**config.mk**
```make
export PLATFORM = sky130hd
export DESIGN_NAME = cordic_share_arbiter
export DESIGN_NICKNAME = d
export VERILOG_FILES = /design/src/rtl/cordic_arb_pkg.sv /design/src/rtl/cordic_tag_pipe.sv /design/src/rtl/cordic_share_arbiter.sv
export SDC_FILE = /design/constraint.sdc
export NUM_CORES = 1
export LEC_CHECK = 0
export BUFFER_PORTS_ARGS = -buffer_cell sky130_fd_sc_hd__buf_2
export CAP_MARGIN = 25
export CORE_UTILIZATION = 37
export CTS_CLUSTER_SIZE = 8
export DETAILED_ROUTE_END_ITERATION = 10
export GPL_ROUTABILITY_DRIVEN = 0
export PLACE_DENSITY = 0.68
export SYNTH_ARGS = -nofsm -noshare
export SYNTH_HDL_FRONTEND = slang
export SYNTH_SLANG_ARGS = --single-unit
```
**constraint.sdc**
```tcl
create_clock -name clk -period 1.5 [get_ports clk]
set_input_delay 0.075 -clock clk [delete_from_list [all_inputs] [get_ports clk]]
set_output_delay 0.075 -clock clk [all_outputs]
set_load 0.1 [all_outputs]
```
**src/rtl/cordic_arb_pkg.sv**
```systemverilog
// Shared types and constants for the CORDIC share arbiter: the in-flight tag,
// the requester count and the angle/counter widths.
package cordic_arb_pkg;
  localparam int NUM_REQ   = 2;
  localparam int ANG_WIDTH = 7;
  localparam int CNT_WIDTH = 16;

  typedef struct packed {
    logic v;
    logic id;
  } tag_t;
endpackage

```
**src/rtl/cordic_tag_pipe.sv**
```systemverilog
// LATENCY-deep tag shift register that runs alongside the engine's own
// register stages, so the exiting tag lines up with the engine result.
module cordic_tag_pipe
  import cordic_arb_pkg::*;
#(
  parameter int LATENCY = 7
) (
  input  logic       clk,
  input  logic       rst_n,
  input  logic       clr,
  input  logic [1:0] tag_in,
  output logic [1:0] tag_out,
  output logic       any_v
);
  tag_t [LATENCY-1:0] pipe_q, pipe_d;

  always_comb begin
    pipe_d = '0;
    if (!clr) begin
      pipe_d[0] = tag_t'(tag_in);
      for (int i = 1; i < LATENCY; i++) pipe_d[i] = pipe_q[i-1];
    end
  end

  always_ff @(posedge clk or negedge rst_n) begin
    if (!rst_n) pipe_q <= '0;
    else        pipe_q <= pipe_d;
  end

  always_comb begin
    any_v = 1'b0;
    for (int i = 0; i < LATENCY; i++) any_v = any_v | pipe_q[i].v;
  end

  assign tag_out = pipe_q[LATENCY-1];
endmodule

```
**src/rtl/cordic_share_arbiter.sv**
```systemverilog
// Round-robin share of one pipelined CORDIC engine between two gradient
// requesters. Define CORDIC_ARB_PERF_EN to build the per-requester grant counters.
module cordic_share_arbiter
  import cordic_arb_pkg::*;
#(
  parameter int DATA_WIDTH_IN  = 11,
  parameter int DATA_WIDTH_OUT = 22,
  parameter int LATENCY        = 7
) (
  input  logic                      clk,
  input  logic                      rst_n,
  input  logic                      clr,
  input  logic                      en,
  input  logic [NUM_REQ-1:0]        req_valid,
  output logic [NUM_REQ-1:0]        req_ready,
  input  logic [DATA_WIDTH_IN-1:0]  req_x0,
  input  logic [DATA_WIDTH_IN-1:0]  req_y0,
  input  logic [DATA_WIDTH_IN-1:0]  req_x1,
  input  logic [DATA_WIDTH_IN-1:0]  req_y1,
  output logic [DATA_WIDTH_IN-1:0]  eng_x,
  output logic [DATA_WIDTH_IN-1:0]  eng_y,
  input  logic [DATA_WIDTH_OUT-1:0] eng_mag,
  input  logic [ANG_WIDTH-1:0]      eng_ang,
  output logic [NUM_REQ-1:0]        res_valid,
  output logic [DATA_WIDTH_OUT-1:0] res_mag,
  output logic [ANG_WIDTH-1:0]      res_ang,
  output logic                      busy,
  output logic [CNT_WIDTH-1:0]      grant_cnt0,
  output logic [CNT_WIDTH-1:0]      grant_cnt1
);
  logic                      rr_q, rr_d;
  logic                      accept, grant_id;
  tag_t                      issue_q, issue_d;
  tag_t                      tag_exit;
  logic                      tag_any_v;
  logic [DATA_WIDTH_IN-1:0]  eng_x_q, eng_x_d, eng_y_q, eng_y_d;
  logic [NUM_REQ-1:0]        res_valid_q, res_valid_d;
  logic [DATA_WIDTH_OUT-1:0] res_mag_q, res_mag_d;
  logic [ANG_WIDTH-1:0]      res_ang_q, res_ang_d;

  // Ready is gated by rst_n so every output reads 0 while reset is held.
  always_comb begin
    accept    = rst_n & en & ~clr & (|req_valid);
    grant_id  = (req_valid == 2'b11) ? rr_q : req_valid[1];
    req_ready = accept ? (grant_id ? 2'b10 : 2'b01) : 2'b00;
    rr_d      = accept ? ~grant_id : rr_q;
    issue_d   = '{v: accept, id: grant_id};
    eng_x_d   = eng_x_q;
    eng_y_d   = eng_y_q;
    if (accept) begin
      eng_x_d = grant_id ? req_x1 : req_x0;
      eng_y_d = grant_id ? req_y1 : req_y0;
    end
  end

  cordic_tag_pipe #(.LATENCY(LATENCY)) u_tag_pipe (
    .clk     (clk),
    .rst_n   (rst_n),
    .clr     (clr),
    .tag_in  (issue_q),
    .tag_out (tag_exit),
    .any_v   (tag_any_v)
  );

  // A result coinciding with clr is dropped; data registers only move on a valid tag.
  always_comb begin
    res_valid_d = '0;
    res_mag_d   = res_mag_q;
    res_ang_d   = res_ang_q;
    if (!clr && tag_exit.v) begin
      res_valid_d = tag_exit.id ? 2'b10 : 2'b01;
      res_mag_d   = eng_mag;
      res_ang_d   = eng_ang;
    end
  end

  always_ff @(posedge clk or negedge rst_n) begin
    if (!rst_n) begin
      rr_q        <= 1'b0;
      issue_q     <= '0;
      eng_x_q     <= '0;
      eng_y_q     <= '0;
      res_valid_q <= '0;
      res_mag_q   <= '0;
      res_ang_q   <= '0;
    end else begin
      rr_q        <= rr_d;
      issue_q     <= issue_d;
      eng_x_q     <= eng_x_d;
      eng_y_q     <= eng_y_d;
      res_valid_q <= res_valid_d;
      res_mag_q   <= res_mag_d;
      res_ang_q   <= res_ang_d;
    end
  end

`ifdef CORDIC_ARB_PERF_EN
  logic [CNT_WIDTH-1:0] cnt0_q, cnt0_d, cnt1_q, cnt1_d;

  always_comb begin
    cnt0_d = cnt0_q + CNT_WIDTH'(req_ready[0]);
    cnt1_d = cnt1_q + CNT_WIDTH'(req_ready[1]);
  end

  always_ff @(posedge clk or negedge rst_n) begin
    if (!rst_n) begin
      cnt0_q <= '0;
      cnt1_q <= '0;
    end else begin
      cnt0_q <= cnt0_d;
      cnt1_q <= cnt1_d;
    end
  end

  assign grant_cnt0 = cnt0_q;
  assign grant_cnt1 = cnt1_q;
`else
  assign grant_cnt0 = '0;
  assign grant_cnt1 = '0;
`endif

  assign eng_x     = eng_x_q;
  assign eng_y     = eng_y_q;
  assign res_valid = res_valid_q;
  assign res_mag   = res_mag_q;
  assign res_ang   = res_ang_q;
  assign busy      = issue_q.v | tag_any_v | (|res_valid_q);
endmodule

```
==> flow_metrics.tcl <==
set metrics [dict create \
    fillers 657 \
    setup_viol 0 \
    period_needed_ns 1.48 \
    cp_slowest_cell "dfrtp_1" \
    numClockSinks 70 \
    wl_met3_um 558 \
    grt_pass1_wl_mm 11.7 \
    path_max_fanout 2 \
    core_area_mm2 0.00785 \
    timing.hold.ws_ns -0.00773 \
    wl_met2_mm 3.75 \
    final_common_cell "buf_2" \
    synth_top_area_share_pct 57.4 \
    clock_path_buffers 2 \
    crit_chain "nor4_2 > buf_4 > nand3_4 > buf_12" \
    crit_required_ns 1.42 \
    fin_nets 516 \
    fp-row-count 32 \
    post-place-ws_ns 0.220 \
    cts_tree "done" \
    critical_path_class "register to output port" \
    multi_input_area_mm2 0.00112 \
    dp_hpwl_mm 4.57 \
    antenna_left 0 \
    final_core_util_pct 58.6 \
    grt_usage_pct 17.5 \
    synthTopCellsByArea "dfrtp_1 57%, mux2_2 11%, buf_4 8.4%" \
    crit_path_max_incr_delay_ns 0.40 \
    synth_cells 244 \
    htree_levels 3 \
    rsz0062_at_grt "true" \
    clock.fmax_mhz 675 \
    initial_core_util_pct 38.9 \
    drt-met1-wl_mm 2.93 \
    cap_violations 0 \
    ir_drop_uv 722 \
    drt-wirelength-per-cell_um 13.5 \
    drt-total-wl_mm 7.32 \
    relSlewSlack_pct 42.7 \
    seq_area_mm2 0.00175 \
    highest_layer "met4" \
    syn_area_per_cell_um2 12.5 \
    drive_above_1_share_pct 46.2 \
    hold_viol 35 \
    vias 2513 \
    synth_area_mm2 0.00305 \
    vias_per_cell 4.62 \
    areaGrowthSynthToFinish_pct 50.5 \
    synth-seq-cells 70 \
    setup_slack_ns 0.0191 \
    gr-total-overflow 0 \
    first_pass_iters 4 \
    start_kind "register" \
    yosysSeqAreaShare_pct 57.4 \
    clk_pin_slew_ns 0.08 \
    yosysWarnings 0 \
    synth_cell_type_count 22 \
    grt_pass1_vias 2505 \
    drtIter0Drc 42 \
    cts_root_buf "clkbuf_8" \
    worstSkewPairLatency_ns 0.33 \
    status "complete, but fails checks" \
    cts_buffers 9 \
    most-common-layout-cells "130 x buf_2, 68 x dfrtp_1, 51 x dlygate4sd3_1, 32 x conb_1, 29 x mux2_2" \
    port_buffers 134 \
    grt_max_degree 71 \
    worstHoldPathType "input port to asynchronous set/reset pin" \
    cellLeakagePower_nw 2.46 \
    finalPower_mw 5.98 \
    p_per_area_mw_per_mm2 1300 \
    tightest_slew_ns 0.859 \
    drc 0 \
    fp.dieW_um 92.8 \
    period_share_pct 98.7 \
    synth_area_leader_cell "dfrtp_1" \
    pin_count 167 \
    cp.buffers_inverters 2 \
    finalSetupTns_ns 0 \
    dieHeight_um 92.8 \
    die_area_mm2 0.00862 \
    cp.arrival_ns 1.41 \
    end_kind "output port" \
    n_antenna_cell 0 \
    violations "negative hold slack" \
    skew_ns 0.00514 \
    crit_family "flip-flops" \
    antenna_found_initial 0 \
    slew_violations 0 \
]
[final cells by class]
cell class | instances | share of cell area (%)
Inverter | 2 | 0.163
Clock inverter | 6 | 2.01
Timing Repair Buffer | 199 | 29.5
Sequential cell | 70 | 38.2
Multi-Input combinational cell | 155 | 24.4
Tap cell | 102 | 2.78
Clock buffer | 10 | 2.99
[state kept, by name (all words and copies together), names as in the netlist]
| register | cells |
|---|---|
| u_tag_pipe.pipe_q | 12 |
| rr_q | 1 |
| res_ang | 7 |
| eng_y | 11 |
| res_valid | 2 |
| eng_x | 11 |
| u_tag_pipe.tag_out | 2 |
| issue_q | 2 |
| res_mag | 22 |
[power breakdown]
| part | total [mW] | internal (mW) | switching [mW] |
|---|---|---|---|
| registers | 2.13 | 2.04 | 0.0936 |
| logic | 2.13 | 0.437 | 1.69 |
| clock network | 1.72 | 0.993 | 0.724 |
| total | 5.98 | 3.47 | 2.51 |
[logic make-up after synthesis]
| group | after synthesis | synth area share (%) |
|---|---|---|
| simple gates | 69 | 11.9 |
| compound gates | 25 | 8.73 |
| mux | 29 | 10.7 |
| flops | 70 | 57.4 |
| buf+inv | 50 | 11.2 |
| other cells | 1 | 0.123 |
[through the flow]
step	std cells	cell area [um^2]
3_3_place_gp	474	3790
6_report	544	4600
4_1_cts	541	4560
2_1_floorplan	275	3200
3_5_place_dp	474	3790
5_1_grt	544	4600
[routing by layer]
| metal | track usage [%] | vias to the layer above |
|---|---|---|
| met1 | 20.0 | 1206 |
| li1 | - | 1179 |
| met3 | 4.02 | 8 |
| met4 | 7.44 | 0 |
| met5 | 0 | - |
| met2 | 30.9 | 120 |
[worst register-to-register path, delay by kind of cell (launching register included)]
kind | cells | cell delay [ns]
flip-flops | 1 | 0.45
buffers and inverters | 1 | 0.21
AO/OA/AOI/OAI | 1 | 0.27
AND/OR/NAND/NOR | 2 | 0.30
[worst paths after layout]
path	from	to	slack (ns)	depth (start not counted)
worst max-delay path	u_tag_pipe.pipe_q[3]$_DFF_PN0_	busy	0.02	4
worst min-delay path	rst_n	u_tag_pipe.pipe_q[7]$_DFF_PN0_	-0.008	2
worst max register to register	rr_q$_DFFE_PN0N_	eng_x[10]$_DFFE_PN0N_	0.14	4
worst min register to register	u_tag_pipe.tag_out[0]$_DFF_PN0_	res_valid[0]$_DFF_PN0_	0.42	1
max in group asynchronous	rst_n	rr_q$_DFFE_PN0N_	0.92	2
min in group clk	clr	res_valid[0]$_DFF_PN0_	0.09	3
[timing repair]
item | CTS | global route
resized for setup | 6 | 4
endpoints found under the hold margin | 51 | 0
setup buffers | 1 | 3
hold buffers | 51 | 0
cloned | 0 | 0
pin swaps | 2 | 3
setup endpoints to repair | 3 | 19
[cell usage after synthesis]
library cell  number
nor2b_1           16
and2_1             1
nor3b_1            1
clkbuf_1           3
buf_4             34
nand2_1           22
mux2_2            29
buf_6              2
nand3_1            1
nor3_1            22
a221o_1           22
nor4_1             2
and2b_1            2
buf_2              9
nor2_1             1
dfrtp_1           70
o21bai_4           1
inv_1              2
a211oi_4           1
a21o_1             1
conb_1             1
nand3b_4           1
No activity file was read; power rests on OpenSTA's default activity.
